`src/rtl/mips_pkg.sv`:
```
// Shared MIPS pipeline definitions: opcodes, stall FSM encoding and a register-match helper.
// Combinational only. No backpressure.
package mips_pkg;

    localparam logic [5:0] OP_RTYPE = 6'b000000;
    localparam logic [5:0] OP_J     = 6'b000010;
    localparam logic [5:0] OP_JAL   = 6'b000011;
    localparam logic [5:0] OP_BEQ   = 6'b000100;
    localparam logic [5:0] OP_LW    = 6'b100011;
    localparam logic [5:0] OP_SW    = 6'b101011;

    typedef enum logic {
        RUN  = 1'b0,
        HOLD = 1'b1
    } stall_state_e;

    typedef logic [1:0] need_t;

    // $0 is hard-wired, so a write to it never creates a dependency.
    function automatic logic regMatch(input logic [4:0] src, input logic srcRead,
                                      input logic [4:0] dst);
        return srcRead && (src != 5'd0) && (src == dst);
    endfunction

endpackage

```
`src/rtl/di_hazard_detect.sv`:
```
// Decode-stage source matching; reports how many stall cycles the ID instruction needs (0..2).
// Zero latency, purely combinational. No backpressure.
module di_hazard_detect
    import mips_pkg::*;
#(
    parameter logic [5:0] BEQ_OP   = OP_BEQ,
    parameter logic [5:0] SW_OP    = OP_SW,
    parameter logic [5:0] RTYPE_OP = OP_RTYPE
) (
    input  logic [5:0] IFIDopcode,
    input  logic [4:0] IFIDrs,
    input  logic [4:0] IFIDrt,
    input  logic       IDEXregwrite,
    input  logic       IDEXmemread,
    input  logic [4:0] IDEXWriteReg,
    input  logic       EXMEregwrite,
    input  logic       EXMEmemtoreg,
    input  logic [4:0] EXMEWriteReg,
    output need_t      need
);

    logic rsRead;
    logic rtRead;
    logic isBeq;
    logic exHit;
    logic meHit;
    logic loadUse;
    logic branchAlu;
    logic branchLate;

    always_comb begin
        rsRead = !((IFIDopcode == OP_J) || (IFIDopcode == OP_JAL));
        rtRead = (IFIDopcode == RTYPE_OP) || (IFIDopcode == SW_OP) || (IFIDopcode == BEQ_OP);
        isBeq  = (IFIDopcode == BEQ_OP);

        exHit = regMatch(IFIDrs, rsRead, IDEXWriteReg) || regMatch(IFIDrt, rtRead, IDEXWriteReg);
        meHit = regMatch(IFIDrs, rsRead, EXMEWriteReg) || regMatch(IFIDrt, rtRead, EXMEWriteReg);

        loadUse    = IDEXmemread && IDEXregwrite && exHit;
        branchAlu  = isBeq && IDEXregwrite && !IDEXmemread && exHit;
        branchLate = isBeq && EXMEregwrite && EXMEmemtoreg && meHit;

        // Priority encodes the maximum of the individual needs, never their sum.
        need = 2'd0;
        if (branchAlu || branchLate) begin
            need = 2'd1;
        end
        if (loadUse) begin
            need = isBeq ? 2'd2 : 2'd1;
        end
    end

endmodule

```
`src/rtl/di_hazard_stall_unit.sv`:
```
// Decode hazard stall unit: freezes PC and IF/ID and bubbles ID/EX for 1 or 2 cycles per hazard.
// Zero-cycle detection (Mealy outputs); the second stall of a 2-cycle hazard comes from HOLD state.
// No backpressure; the stall outputs are themselves the pipeline backpressure.
module di_hazard_stall_unit
    import mips_pkg::*;
#(
    parameter logic [5:0] BEQ_OP   = OP_BEQ,
    parameter logic [5:0] LW_OP    = OP_LW,
    parameter logic [5:0] SW_OP    = OP_SW,
    parameter logic [5:0] RTYPE_OP = OP_RTYPE,
    parameter int         CNT_W    = 16
) (
    input  logic             clk,
    input  logic             reset,
    input  logic [5:0]       IFIDopcode,
    input  logic [4:0]       IFIDrs,
    input  logic [4:0]       IFIDrt,
    input  logic             IDEXregwrite,
    input  logic             IDEXmemread,
    input  logic [4:0]       IDEXWriteReg,
    input  logic             EXMEregwrite,
    input  logic             EXMEmemtoreg,
    input  logic [4:0]       EXMEWriteReg,
    output logic             pcWrite,
    output logic             IFIDwrite,
    output logic             IDEXbubble,
    output logic [CNT_W-1:0] stallCount
);

    localparam logic [5:0] LOAD_OP = LW_OP;

    stall_state_e state;
    stall_state_e nextState;
    need_t        need;
    logic         stall;
    logic         loadOpSeen;

    di_hazard_detect #(
        .BEQ_OP   (BEQ_OP),
        .SW_OP    (SW_OP),
        .RTYPE_OP (RTYPE_OP)
    ) uDetect (
        .IFIDopcode   (IFIDopcode),
        .IFIDrs       (IFIDrs),
        .IFIDrt       (IFIDrt),
        .IDEXregwrite (IDEXregwrite),
        .IDEXmemread  (IDEXmemread),
        .IDEXWriteReg (IDEXWriteReg),
        .EXMEregwrite (EXMEregwrite),
        .EXMEmemtoreg (EXMEmemtoreg),
        .EXMEWriteReg (EXMEWriteReg),
        .need         (need)
    );

    always_ff @(posedge clk or posedge reset) begin
        if (reset) begin
            state <= RUN;
        end else begin
            state <= nextState;
        end
    end

    // HOLD is the committed second stall of a beq-after-load; inputs are ignored there.
    always_comb begin
        nextState  = RUN;
        stall      = 1'b0;
        loadOpSeen = (IFIDopcode == LOAD_OP);
        unique case (state)
            RUN: begin
                stall = (need != 2'd0);
                if (need == 2'd2) begin
                    nextState = HOLD;
                end
            end
            HOLD: begin
                stall = 1'b1;
            end
            default: begin
                nextState = RUN;
            end
        endcase
        pcWrite    = !stall;
        IFIDwrite  = !stall;
        IDEXbubble = stall;
    end

    always_ff @(posedge clk or posedge reset) begin
        if (reset) begin
            stallCount <= '0;
        end else if (stall && (stallCount != {CNT_W{1'b1}})) begin
            stallCount <= stallCount + CNT_W'(1);
        end
    end

    logic unusedOk;
    assign unusedOk = loadOpSeen;

endmodule

```
`config.mk`:
```
export PLATFORM = sky130hd
export DESIGN_NAME = di_hazard_stall_unit
export DESIGN_NICKNAME = d
export VERILOG_FILES = /design/src/rtl/mips_pkg.sv /design/src/rtl/di_hazard_detect.sv /design/src/rtl/di_hazard_stall_unit.sv
export SDC_FILE = /design/constraint.sdc
export NUM_CORES = 1
export LEC_CHECK = 0
export CAP_MARGIN = 20
export CORE_MARGIN = 5
export CORE_UTILIZATION = 35
export CTS_BUF_LIST = sky130_fd_sc_hd__clkbuf_16
export DETAILED_ROUTE_END_ITERATION = 10
export GPL_ROUTABILITY_DRIVEN = 0
export MAX_ROUTING_LAYER = met4
export PLACE_DENSITY = 0.75
export SETUP_SLACK_MARGIN = 0.15
export SYNTH_ARGS = -nofsm -noshare
export SYNTH_HDL_FRONTEND = slang
export SYNTH_HIERARCHICAL = 1
export SYNTH_SLANG_ARGS = --single-unit
```
`constraint.sdc`:
```
create_clock -name clk -period 1.9 [get_ports clk]
set_input_delay 0.19 -clock clk [delete_from_list [all_inputs] [get_ports clk]]
set_output_delay 0.19 -clock clk [all_outputs]
set_load 0.02 [all_outputs]
```
==> flow_metrics.env <==
export IMPL_ctsHoldBuffers=0
export IMPL_arrival_ns=2.25
export IMPL_vdd_drop_max_v=0.0007832
export IMPL_seq_area_frac_synth_pct=36.36
export IMPL_clockBufferDepth=2
export IMPL_report_final_slew_viol_count=0
export IMPL_rows=21
export IMPL_relSlewSlack_pct=54.21
export IMPL_reg2reg_slack_ns=-0.19
export IMPL_grt_remaining_overflow=0
export IMPL_grt_pass1_wl_um=6417
export IMPL_setup_tns_ns=-7.875
export IMPL_cts_sinks=17
export IMPL_grt_usage_pct=19.21
export IMPL_yosysMostFrequentCell="xor2_1"
export IMPL_finalHoldViolCount=0
export IMPL_fp_dieArea_um2=4599
export IMPL_critPathCapture="IFIDwrite"
export IMPL_worstSetupStartpoint="IFIDrs[0]"
export IMPL_syn_area_um2=1170
export IMPL_ys_ff_latch=17
export IMPL_syn_to_final_growth_pct=100.2
export IMPL_io_pins=51
export IMPL_die_width_um=67.82
export IMPL_finalHoldWorstSlack_ns=0.3325
export IMPL_cts_buffers=3
export IMPL_finalCritPeriodShare_pct=128.2
export IMPL_path_cells="buf_2 > xor2_1 > nor4_1 > nand3_1 > o32a_4 > mux2i_2 > or3_4 > inv_4 > buf_4 > buf_6 > buf_4 > buf_6"
export IMPL_grt_max_degree=18
export IMPL_cp_top_family="simple AND/OR/NAND/NOR gates"
export IMPL_startpoint_type="primary input"
export IMPL_fill_cells=224
export IMPL_wl_per_cell_um=16.88
export IMPL_cap_violations=0
export IMPL_vias=1314
export IMPL_drt_wl_total_um=4339
export IMPL_h_tree_depth=1
export IMPL_worst_path_stages=12
export IMPL_die_h_um=67.82
export IMPL_ys_top_cells_by_count="18 x xor2_1, 17 x dfrtp_1, 16 x xnor2_1, 10 x nand3_1"
export IMPL_hp_class="primary input to async pin"
export IMPL_antenna_found_initial=0
export IMPL_rr_worst_depth=6
export IMPL_pre_cts_slack_ns=-1.212
export IMPL_antenna_left=0
export IMPL_synth_area_leaders="dfrtp_1 36%, xor2_1 13%, xnor2_1 12%, nand3_1 4.3%, nand4_1 3.2%"
export IMPL_nets=245
export IMPL_multi_input_area_um2=957.2
export IMPL_fmax_mhz=410.6
export IMPL_slowest_delay_ns=0.37
export IMPL_critPathCaptureType="primary output"
export IMPL_dp_hpwl_um=2990
export IMPL_fin_worst_skew_ns=0.002423
export IMPL_timing_rr_start="stallCount[0]"
export IMPL_dr_pass1_iters=4
export IMPL_syn_area_per_cell_um2=9.914
export IMPL_drc_errors=0
export IMPL_start_util_pct=35.62
export IMPL_antenna_cells=0
export IMPL_p_leak_nw=1.081
export IMPL_vias_per_cell=5.113
export IMPL_core_area_um2=3284
export IMPL_syn_nets=151
export IMPL_route_met2_wl_um=2352
export IMPL_clock_latency_ns=0.25
export IMPL_grt_pass1_vias=1380
export IMPL_slowest_stage="nor4_1"
export IMPL_cts_tree="built"
export IMPL_setup_violations_final=19
export IMPL_power_density_nw_per_um2=466.4
export IMPL_drive_gt1_share_pct=45.02
export IMPL_yosysTopAreaCell="dfrtp_1"
export IMPL_worstMarginPinSlew_ns=0.6806
export IMPL_synth_cells=118
export IMPL_outcome="finished, violations left"
export IMPL_cts_root_buf="clkbuf_16"
export IMPL_highest_layer="met4"
export IMPL_synth_edf_count=0
export IMPL_dr_wl_met3_um=158
export IMPL_violations="negative setup slack"
export IMPL_ys_async_sr_fraction_pct=100.0
export IMPL_crit_fanout=3
export IMPL_fin_ws_ns=-0.5352
export IMPL_synth_warnings=6
export IMPL_post_route_min_period_ns=2.435
export IMPL_total_power_mw=1.092
export IMPL_clk_pin_slew_ns=0.05
export IMPL_yosysTopAreaCellShare_pct=36.36
export IMPL_seqCellArea_um2=425.4
export IMPL_setup_worst_path_class="primary input to primary output"
export IMPL_first_iter_violations=62
export IMPL_crit_required_ns=1.71
export IMPL_rsz0062_at_grt="yes"
export IMPL_worstPathBufferInverterCount=6
export IMPL_portBuffers=50
export IMPL_wl_met1_um=1707
export IMPL_r2r_end="stallCount[15]"
export IMPL_synth_cell_types=36
export IMPL_synth_ff_type="dfrtp_1"
logic make-up (layout without fill, tap and decap cells):
kind of cell	count (synthesis)	in the layout	synth area share, %
and+or+nand+nor	48	48	25.35
AOI/OAI and AO/OA	11	11	7.915
DFF	17	17	36.36
adders and majority gates	1	1	1.069
xor gates and xnor gates	34	34	25.45
muxes	2	2	1.818
buffers and inverters	5	98	2.032
layout make-up:
type                    count  area share, %
repair buffers             91          34.56
multi-input cells          96          40.87
clock inverters             1         0.1603
well taps                  46          2.457
flip-flops and latches     17          18.16
inverters                   3         0.5876
clock buffers               3          3.205
registers in the layout (all words and copies together), names as in the netlist:
register / count
stallCount: 16
state: 1
cell usage in the layout, fill, tap and decap left out, types with 2 or more instances in the layout:
master            n
nor4b_4           2
dlymetal6s2s_1    4
nor2_1            2
buf_2             7
nand3_1           8
nand3_2           2
and3_1            2
clkbuf_16         3
xor2_1           18
nor4_4            2
nand2_1           3
a21oi_1           2
nand4_1           6
xnor2_1          12
dlygate4sd2_1     7
clkdlybuf4s50_1  21
inv_1             2
xnor2_2           4
nor4_1            2
nor4_2            2
or4_4             2
buf_4            30
clkbuf_2          3
dfrtp_1          17
nor2_4            2
buf_6            17
worst min path at each step:
stage          startpoint        endpoint
2_1_floorplan       reset   stallCount[0]
3_3_place_gp        state           state
3_5_place_dp        state           state
4_1_cts             reset  stallCount[10]
5_1_grt             reset  stallCount[10]
6_report            reset  stallCount[10]
through the flow:
stage | instance area, um^2 | util, % | cells
after global routing | 2342 | 71.31 | 257
after detailed placement | 1997 | 60.80 | 240
after floorplan | 1241 | - | 118
after CTS | 2258 | 68.76 | 251
final | 2342 | 71.31 | 257
after global placement | 1997 | 60.80 | 240
per-layer routing:
metal	global-route usage [%]	up-vias
met3	3.612	14
met1	21.71	647
li1	-	623
met2	33.90	30
met4	6.700	0
met5	-	-
report_power, final:
part	switching, mW	internal [mW]	leakage (nW)
clock network	0.140	0.280	0.0423
logic	0.125	0.152	0.802
registers	0.0183	0.378	0.236
total	0.283	0.809	1.08
what timing repair did:
action,4_1_cts,5_1_grt
setup buffers,7,6
endpoints found under the setup margin,20,19
endpoints found under the hold margin,0,0
gates cloned,0,0
pin swaps,25,23
gates resized for setup,107,21
Power figures use the tool's default switching activity.
